## src/rtl/instr_encoder_if.sv

```systemverilog
// Field/instruction bus for instr_encoder: input fields with valid/ready on one
// side, the encoded word with valid/ready plus err/count on the other.
interface instr_encoder_if #(
  parameter int CNT_W = 16
);
  // Valid/ready: a transfer happens on a rising clk edge where valid && ready are
  // both high. A producer holding valid keeps its payload stable until that edge;
  // ready may depend combinationally on the far side's ready, never on valid.
  logic             in_valid;
  logic             in_ready;
  logic [3:0]       fmt;
  logic [4:0]       rd;
  logic [4:0]       rs1;
  logic [4:0]       rs2;
  logic [2:0]       funct3;
  logic [6:0]       funct7;
  logic [31:0]      imm;
  logic             out_valid;
  logic             out_ready;
  logic [31:0]      instr;
  logic             err;
  logic [CNT_W-1:0] count;

  modport slave (
    input  in_valid, fmt, rd, rs1, rs2, funct3, funct7, imm, out_ready,
    output in_ready, out_valid, instr, err, count
  );

  modport master (
    output in_valid, fmt, rd, rs1, rs2, funct3, funct7, imm, out_ready,
    input  in_ready, out_valid, instr, err, count
  );
endinterface

```

## src/rtl/instr_encoder.sv

```systemverilog
// Two-stage RV32I instruction encoder with backpressure and a hand-off counter.
// Optional immediate range checking is enabled with the IMM_RANGE_CHECK_EN macro.
module instr_encoder #(
  parameter int          CNT_W    = 16,
  parameter logic [31:0] NOP_WORD = 32'h0000_0013
) (
  input  logic               clk,
  input  logic               reset,
  instr_encoder_if.slave     bus
);
  localparam logic [6:0] OP_R     = 7'b0110011;
  localparam logic [6:0] OP_IALU  = 7'b0010011;
  localparam logic [6:0] OP_LOAD  = 7'b0000011;
  localparam logic [6:0] OP_S     = 7'b0100011;
  localparam logic [6:0] OP_B     = 7'b1100011;
  localparam logic [6:0] OP_LUI   = 7'b0110111;
  localparam logic [6:0] OP_AUIPC = 7'b0010111;
  localparam logic [6:0] OP_JAL   = 7'b1101111;
  localparam logic [6:0] OP_JALR  = 7'b1100111;

  logic             r_s1_valid;
  logic [3:0]       r_fmt;
  logic [4:0]       r_rd;
  logic [4:0]       r_rs1;
  logic [4:0]       r_rs2;
  logic [2:0]       r_f3;
  logic [6:0]       r_f7;
  logic [31:0]      r_imm;
  logic             r_s2_valid;
  logic [31:0]      r_instr;
  logic             r_err;
  logic [CNT_W-1:0] r_count;

  logic        w_s1_adv;
  logic        w_in_ready;
  logic        w_accept;
  logic [31:0] w_word;
  logic        w_fmt_err;
  logic        w_range_err;
  logic        w_err;

  assign w_s1_adv   = !r_s2_valid || bus.out_ready;
  assign w_in_ready = !r_s1_valid || w_s1_adv;
  assign w_accept   = bus.in_valid && w_in_ready;

  always_comb begin
    w_word    = NOP_WORD;
    w_fmt_err = 1'b0;
    case (r_fmt)
      4'd0: w_word = {r_f7, r_rs2, r_rs1, r_f3, r_rd, OP_R};
      4'd1: begin
        w_word = {r_imm[11:0], r_rs1, r_f3, r_rd, OP_IALU};
        // Shift-immediate forms carry funct7 in the upper immediate bits.
        if (r_f3 == 3'b001 || r_f3 == 3'b101) w_word[31:25] = r_f7;
      end
      4'd2: w_word = {r_imm[11:0], r_rs1, r_f3, r_rd, OP_LOAD};
      4'd3: w_word = {r_imm[11:5], r_rs2, r_rs1, r_f3, r_imm[4:0], OP_S};
      4'd4: w_word = {r_imm[12], r_imm[10:5], r_rs2, r_rs1, r_f3,
                      r_imm[4:1], r_imm[11], OP_B};
      4'd5: w_word = {r_imm[31:12], r_rd, OP_LUI};
      4'd6: w_word = {r_imm[31:12], r_rd, OP_AUIPC};
      4'd7: w_word = {r_imm[20], r_imm[10:1], r_imm[11], r_imm[19:12], r_rd, OP_JAL};
      4'd8: w_word = {r_imm[11:0], r_rs1, r_f3, r_rd, OP_JALR};
      default: w_fmt_err = 1'b1;
    endcase
  end

`ifdef IMM_RANGE_CHECK_EN
  logic signed [31:0] w_imm_s;
  assign w_imm_s = $signed(r_imm);

  always_comb begin
    w_range_err = 1'b0;
    case (r_fmt)
      4'd1, 4'd2, 4'd3, 4'd8:
        w_range_err = (w_imm_s < -32'sd2048) || (w_imm_s > 32'sd2047);
      4'd4:
        w_range_err = (w_imm_s < -32'sd4096) || (w_imm_s > 32'sd4094) || r_imm[0];
      4'd5, 4'd6:
        w_range_err = (r_imm[11:0] != 12'd0);
      4'd7:
        w_range_err = (w_imm_s < -32'sd1048576) || (w_imm_s > 32'sd1048574) || r_imm[0];
      default: w_range_err = 1'b0;
    endcase
  end
`else
  assign w_range_err = 1'b0;
`endif

  assign w_err = w_fmt_err || w_range_err;

  always_ff @(posedge clk) begin
    if (reset) begin
      r_s1_valid <= 1'b0;
      r_fmt      <= 4'd0;
      r_rd       <= 5'd0;
      r_rs1      <= 5'd0;
      r_rs2      <= 5'd0;
      r_f3       <= 3'd0;
      r_f7       <= 7'd0;
      r_imm      <= 32'd0;
      r_s2_valid <= 1'b0;
      r_instr    <= 32'd0;
      r_err      <= 1'b0;
      r_count    <= '0;
    end else begin
      // Stage 2 only moves when empty or draining, so a stalled word holds.
      if (w_s1_adv) begin
        r_s2_valid <= r_s1_valid;
        if (r_s1_valid) begin
          r_instr <= w_word;
          r_err   <= w_err;
        end
      end
      if (w_accept) begin
        r_s1_valid <= 1'b1;
        r_fmt      <= bus.fmt;
        r_rd       <= bus.rd;
        r_rs1      <= bus.rs1;
        r_rs2      <= bus.rs2;
        r_f3       <= bus.funct3;
        r_f7       <= bus.funct7;
        r_imm      <= bus.imm;
      end else if (w_s1_adv) begin
        r_s1_valid <= 1'b0;
      end
      if (r_s2_valid && bus.out_ready) r_count <= r_count + 1'b1;
    end
  end

  assign bus.in_ready  = w_in_ready;
  assign bus.out_valid = r_s2_valid;
  assign bus.instr     = r_instr;
  assign bus.err       = r_err;
  assign bus.count     = r_count;
endmodule

```

## src/flat_wrapper.sv

```systemverilog
// flat-port wrapper written by rule: the top's interface ports become plain ports
module instr_encoder_flat 
#(
  parameter int          CNT_W    = 16,
  parameter logic [31:0] NOP_WORD = 32'h0000_0013
)
  (clk, reset, bus_in_valid, bus_fmt, bus_rd, bus_rs1, bus_rs2, bus_funct3, bus_funct7, bus_imm, bus_out_ready, bus_in_ready, bus_out_valid, bus_instr, bus_err, bus_count);
  instr_encoder_if #(.CNT_W(CNT_W)) bus_i ();
  input  logic clk;
  input  logic reset;
  input wire logic [$bits(bus_i.in_valid)-1:0] bus_in_valid;
  input wire logic [$bits(bus_i.fmt)-1:0] bus_fmt;
  input wire logic [$bits(bus_i.rd)-1:0] bus_rd;
  input wire logic [$bits(bus_i.rs1)-1:0] bus_rs1;
  input wire logic [$bits(bus_i.rs2)-1:0] bus_rs2;
  input wire logic [$bits(bus_i.funct3)-1:0] bus_funct3;
  input wire logic [$bits(bus_i.funct7)-1:0] bus_funct7;
  input wire logic [$bits(bus_i.imm)-1:0] bus_imm;
  input wire logic [$bits(bus_i.out_ready)-1:0] bus_out_ready;
  output wire logic [$bits(bus_i.in_ready)-1:0] bus_in_ready;
  output wire logic [$bits(bus_i.out_valid)-1:0] bus_out_valid;
  output wire logic [$bits(bus_i.instr)-1:0] bus_instr;
  output wire logic [$bits(bus_i.err)-1:0] bus_err;
  output wire logic [$bits(bus_i.count)-1:0] bus_count;
  assign bus_i.in_valid = bus_in_valid;
  assign bus_i.fmt = bus_fmt;
  assign bus_i.rd = bus_rd;
  assign bus_i.rs1 = bus_rs1;
  assign bus_i.rs2 = bus_rs2;
  assign bus_i.funct3 = bus_funct3;
  assign bus_i.funct7 = bus_funct7;
  assign bus_i.imm = bus_imm;
  assign bus_i.out_ready = bus_out_ready;
  assign bus_in_ready = bus_i.in_ready;
  assign bus_out_valid = bus_i.out_valid;
  assign bus_instr = bus_i.instr;
  assign bus_err = bus_i.err;
  assign bus_count = bus_i.count;
  instr_encoder #(.CNT_W(CNT_W), .NOP_WORD(NOP_WORD)) u_core (.clk(clk), .reset(reset), .bus(bus_i));
endmodule
```

## config.mk

```make
export PLATFORM = sky130hd
export DESIGN_NAME = instr_encoder_flat
export DESIGN_NICKNAME = d
export VERILOG_FILES = /design/src/rtl/instr_encoder_if.sv /design/src/rtl/instr_encoder.sv /design/src/flat_wrapper.sv
export SDC_FILE = /design/constraint.sdc
export NUM_CORES = 1
export LEC_CHECK = 0
export BUFFER_PORTS_ARGS = -buffer_cell sky130_fd_sc_hd__buf_4
export CORE_ASPECT_RATIO = 0.8
export CORE_MARGIN = 3
export CORE_UTILIZATION = 58
export CTS_CLUSTER_SIZE = 10
export DETAILED_ROUTE_END_ITERATION = 8
export GPL_ROUTABILITY_DRIVEN = 0
export PLACE_DENSITY = 0.91
export SYNTH_ARGS = -nofsm -noshare
export SYNTH_HDL_FRONTEND = slang
export SYNTH_SLANG_ARGS = --single-unit
```

## constraint.sdc

```tcl
create_clock -name clk -period 4 [get_ports clk]
set_clock_uncertainty 0.05 [all_clocks]
set_input_delay 0.4 -clock clk [delete_from_list [all_inputs] [get_ports clk]]
set_output_delay 0.4 -clock clk [all_outputs]
set_load 0.01 [all_outputs]
```

Word-level counts from Yosys, hierarchy flattened
Index checks and enable logic that the tools add are counted.
{"block": "totals", "reg_bits": 112, "in_bits": 65, "output_inout_bits": 51, "word_cells": 39}
{"block": "op_classes", "addsub": 1, "n_eq_ne": 10, "mux": 5, "reduce_logical": 11}
{"cell": "32-bit one-hot mux with 9 select lines", "n": 1}
{"cell": "16-bit by 1-bit adder with 16-bit output (second input constant)", "n": 1}
{"cell": "4-bit by 3-bit == test with 1-bit output (second input constant)", "n": 4}
{"cell": "9-bit OR reduction", "n": 1}
{"cell": "4-bit by 2-bit == test with 1-bit output (second input constant)", "n": 2}
{"cell": "7-bit 2-to-1 mux", "n": 1}
{"cell": "4-bit by 1-bit == test with 1-bit output (second input constant)", "n": 1}
{"cell": "4-bit == test (second input constant)", "n": 1}
{"cell": "4-bit zero test", "n": 1}
{"cell": "3-bit by 1-bit == test with 1-bit output (second input constant)", "n": 1}
{"cell": "3-bit == test (second input constant)", "n": 1}
{"cell": "1-bit logical OR", "n": 3}
{"cell": "1-bit 2-to-1 mux", "n": 3}
{"cell": "1-bit logical AND", "n": 2}
{"cell": "1-bit zero test", "n": 2}
{"cell": "2-bit AND reduction", "n": 1}
{"cell": "2-bit nonzero test", "n": 1}

Longest topological paths before layout
{"block": "depth", "depth_word": 5, "mapped_depth": 8, "ltp_nobuf": 5}

Worst setup path before layout
No wires, ideal clock.
{"block": "synth_timing", "path_type": "reg-to-reg", "start": "register u_core.r_s2_valid (netlist: u_core.bus.out_valid)", "end": "register u_core.r_count[15] (netlist: u_core.bus.count[15])", "setup_ns": 0.123, "t_arrival_ns": 1.524, "required_ns": 3.827, "setup_slack_ns": 2.302, "stages_incl_launch_ff": 5, "path_buffers": 0, "period_less_slack_ns": 1.698, "cell_sequence": "dfxtp_1 nand3_2 nor4_4 nor3b_2 mux2_1"}
{"block": "synth_via", "elab_chain_len": 1}
{"item": "start: declaration", "line": "instr_encoder.sv:29", "text": "logic r_s2_valid;"}
{"item": "start signal: assignment", "line": "instr_encoder.sv:109", "text": "r_s2_valid <= r_s1_valid;"}
{"item": "1-bit logical AND", "line": "instr_encoder.sv:127", "text": "if (r_s2_valid && bus.out_ready) r_count <= r_count + 1'b1;"}
{"item": "end signal: assignment", "line": "instr_encoder.sv:127"}
{"item": "end: declaration", "line": "instr_encoder.sv:32", "text": "logic [CNT_W-1:0] r_count;"}
Every way passes these cells.
A chain may end at the register's enable or synchronous reset.

Worst setup path in the final report
{"block": "layout_timing", "start": "register u_core.r_fmt[1]", "end": "register u_core.r_instr[21] (netlist: u_core.bus.instr[21])"}
{"block": "layout_via", "elab_chain_len": 2, "word_cells_on_any_way": 10, "classes_between": "8 x eq/ne; 1 x mux; 1 x reduce/logical"}
{"item": "start: declaration", "line": "instr_encoder.sv:22", "text": "logic [3:0] r_fmt;"}
{"item": "start signal: assignment", "line": "instr_encoder.sv:117", "text": "r_fmt <= bus.fmt;"}
{"item": "4-bit == test (tied with other cells)", "line": "instr_encoder.sv:49", "text": "case (r_fmt)"}
{"item": "32-bit one-hot mux with 9 select lines *", "line": "instr_encoder.sv:49"}
{"item": "end signal: assignment", "line": "instr_encoder.sv:111", "text": "r_instr <= w_word;"}
{"item": "end: declaration", "line": "instr_encoder.sv:30", "text": "logic [31:0] r_instr;"}
Mark *: on every way between the ends. The rest lies on a longest branch, timed or not.

==> run_results.csv <==
group,metric,value,unit
yosys,yosysUniqueCellTypes,55,
floorplan,io_pins,116,
clock_network,numClockSinks,111,
drt,dr.pass1.iters,5,
global_route,antenna_found_initial,0,
setup_path,crit_type,"flip-flop to flip-flop",
layout,antenna_cells,0,
yosys,syn_inst,630,
drt,wl,14.2,mm
setup_path,cp_slowest_stage_delay,1.05,ns
floorplan,core,8200,sq um
yosys,synth-adder-area-share,0.247,%
floorplan,start_util,61.8,%
setup_path,cpMaxStageDelayCell,"dfxtp_1",
setup_path,cp_max_fo,35,
yosys,synth_area_leader_cell,"dfxtp_1",
timing,grt_setup_unrepaired,"false",
outcome,status,"finished clean",
worst_hold_path,hp-class,"primary input to flip-flop",
clock_network,htreeDepth,3,
yosys,seq_area_frac_synth,43.8,%
yosys,syn_area,5070,sq um
timing,setup_viol,0,
drt,ant_nets,0,
setup_path,r2r_start,"u_core.r_fmt[1]",
worst_hold_path,hold-path-endpoint,"u_core.r_rs1[1]",
yosys,synth_seq_cells,111,
power_and_ir_drop,power_density,349,nW/um^2
global_route,overflow,0,
floorplan,dieWidth,111,um
worst_hold_path,min_from,"bus_rs1[1]",
power_and_ir_drop,ir_worst_vdd,0.000209,V
floorplan,num_rows,29,
yosys,synth_top_family_by_area,"simple AND/OR/NAND/NOR gates",
yosys,synth_nets,696,
yosys,synth_xor_xnor_area_share,2.07,%
job,drv_cap,0,
yosys,async_reset_ff_share,0,%
yosys,synth_compound_area_share,20.3,%
yosys,synthDominantCellAreaShare,43.8,%
layout,final_nets,778,
clock_network,cts_tree,"built",
layout,area_delta_synth_final,19.7,%
clock_network,hold_buffers,0,
setup_path,r2r_setup_slack,1.38,ns
setup_path,worstSetupEndpointType,"flip-flop",
drt,via_per_inst,5.98,
drt,drc_errors,0,
timing,fin_crit,2.62,ns
layout,final_layout_size_suffix_gt1_share,21.9,%
place,dp_hpwl,10.1,mm
layout,final_cells,825,
clock_network,clk_path_buf_depth,2,
global_route,grt_pass1_vias,4465,
timing,hold_viol,0,
drt,dr.first_iter.drc_count,555,
floorplan,die_y,89.6,um
layout,num-fill-cells,615,
setup_path,ff2ff_path_depth,4,
power_and_ir_drop,p_leak,2.43,nW
yosys,synth.most_common_cell,"nand2_1",
layout,multi_input_area,2610,sq um
clock_network,clk_latency,0.37,ns
place,place_inst,809,
setup_path,cp_cell_sequence,"nor2b_1 > nor4b_1 > o31a_1 > a221o_1",
clock_network,cts-resized-gates,0,
yosys,synth_edf_count,0,
clock_network,cts_setup_buffers,0,
setup_path,r2r-end,"u_core.bus.instr[21]",
yosys,yosysWarnings,0,
timing,timing.slew.headroom,24.6,%
yosys,synth_area_leaders,"dfxtp_1, nand2_1, a21oi_1",
timing,slew_viol_final,0,
drt,routedWlPerCell,17.2,um
timing,whs,0.208,ns
yosys,yosys.area_share.simple,24.5,%
timing,tightest_slew,1.13,ns
yosys,ys_top_cells_by_count,"nand2_1, dfxtp_1, a21oi_1, o21ai_0, buf_2",
clock_network,root_buffer,"clkbuf_8",
timing,fmax,382,MHz
clock_network,cts_buffers,9,
yosys,synthFlopType,"dfxtp_1",
global_route,grt_max_degree,62,
yosys,syn_avg_cell_area,8.05,sq um
timing,period_share,65.4,%
setup_path,start_kind,"flip-flop",
clock_network,path_clk_slew,0.11,ns
yosys,synthMuxAreaShare,4.17,%
worst_hold_path,hold_path_depth,3,
global_route,grt_pass1_wl,22.0,mm
setup_path,cp_data_arrival_time,2.83,ns
layout,seq_area,2220,sq um
drt,vias,4932,
setup_path,cp.required,4.22,ns
timing,timing.setup.tns,0,ns
floorplan,dieArea,9910,sq um
global_route,track_usage,27.5,%
place,port_buffers,115,
worst max-delay path, delay by kind of cell, from the launching register on:
family | cells | cell delay, ns
DFF | 1 | 1.05
AOI/OAI and AO/OA | 2 | 0.68
and+or+nand+nor | 2 | 0.73
layout by cell type (no fill, tap or decap), drive strengths merged, types with 7 or more instances in the layout:
cell type | netlist | final
nand2 | 166 | 166
buf | 28 | 120
dfxtp | 111 | 111
a21oi | 88 | 88
o21ai | 28 | 28
nor2 | 21 | 21
nand3 | 18 | 18
nor2b | 11 | 11
mux2i | 11 | 11
clkbuf | 21 | 11
nor3 | 11 | 11
a221o | 10 | 10
xor2 | 9 | 9
a22oi | 8 | 8
a21o | 7 | 7
nand4 | 7 | 7
o31ai | 7 | 7
mux2 | 7 | 7
worst max path at each step:
stage | to | slack, ns | startpoint | cells past startpoint
after floorplan | u_core.bus.count[15] | 2.30 | u_core.bus.out_valid | 4
after global placement | u_core.bus.instr[22] | 1.64 | u_core.r_fmt[1] | 4
after detailed placement | u_core.bus.instr[21] | 1.45 | u_core.r_fmt[1] | 4
after CTS | u_core.bus.instr[21] | 1.44 | u_core.r_fmt[1] | 4
after global routing | u_core.bus.instr[24] | 1.26 | u_core.r_fmt[1] | 4
final | u_core.bus.instr[21] | 1.38 | u_core.r_fmt[1] | 4
stage by stage:
stage | utilization (%) | instance area (sq um) | setup slack (ns) | total power [mW]
after CTS | 74.0 | 6070 | 1.44 | 2.11
after floorplan | - | 5070 | 2.30 | 1.38
after global placement | 71.8 | 5890 | 1.64 | 1.49
after detailed placement | 71.8 | 5890 | 1.45 | 1.50
final | 74.0 | 6070 | 1.38 | 2.12
after global routing | 74.0 | 6070 | 1.26 | 2.20
report_power, final:
part | leakage, nW | switching (mW) | internal (mW) | total [mW]
clock | 0.0879 | 0.385 | 0.250 | 0.634
combinational | 1.43 | 0.150 | 0.124 | 0.274
sequential | 0.908 | 0.0576 | 1.15 | 1.21
total | 2.43 | 0.592 | 1.53 | 2.12
flip-flops by register name, indices dropped and copies added, names as in the netlist, 3 cells and up:
signal            flops
u_core.r_rs2          5
u_core.r_f3           3
u_core.r_imm         32
u_core.r_rd           5
u_core.bus.count     16
u_core.bus.instr     31
u_core.r_f7           7
u_core.r_fmt          4
u_core.r_rs1          5
area by class of cell:
cell class / count / share of cell area (%)
Clock buffer: 11 / 2.33
Clock inverter: 5 / 0.660
Inverter: 5 / 0.309
Multi-Input combinational cell: 465 / 43.0
Sequential cell: 111 / 36.6
Tap cell: 108 / 2.23
Timing Repair Buffer: 120 / 14.8
kinds of logic after synthesis:
logic type	after synthesis
xor gates and xnor gates	12
DFF	111
buffers and inverters	54
AOI/OAI and AO/OA	167
and+or+nand+nor	266
muxes	19
adders and majority gates	1
per-layer routing:
layer / vias up / global-route usage, % / share of wire (%)
li1: 2356 / - / -
met1: 2316 / 37.0 / 41
met2: 242 / 45.5 / 47
met3: 18 / 6.50 / 11
met4: 0 / 6.82 / 1.2
met5: - / 0 / 0
Note: power is estimated with default switching activity, not from simulation.
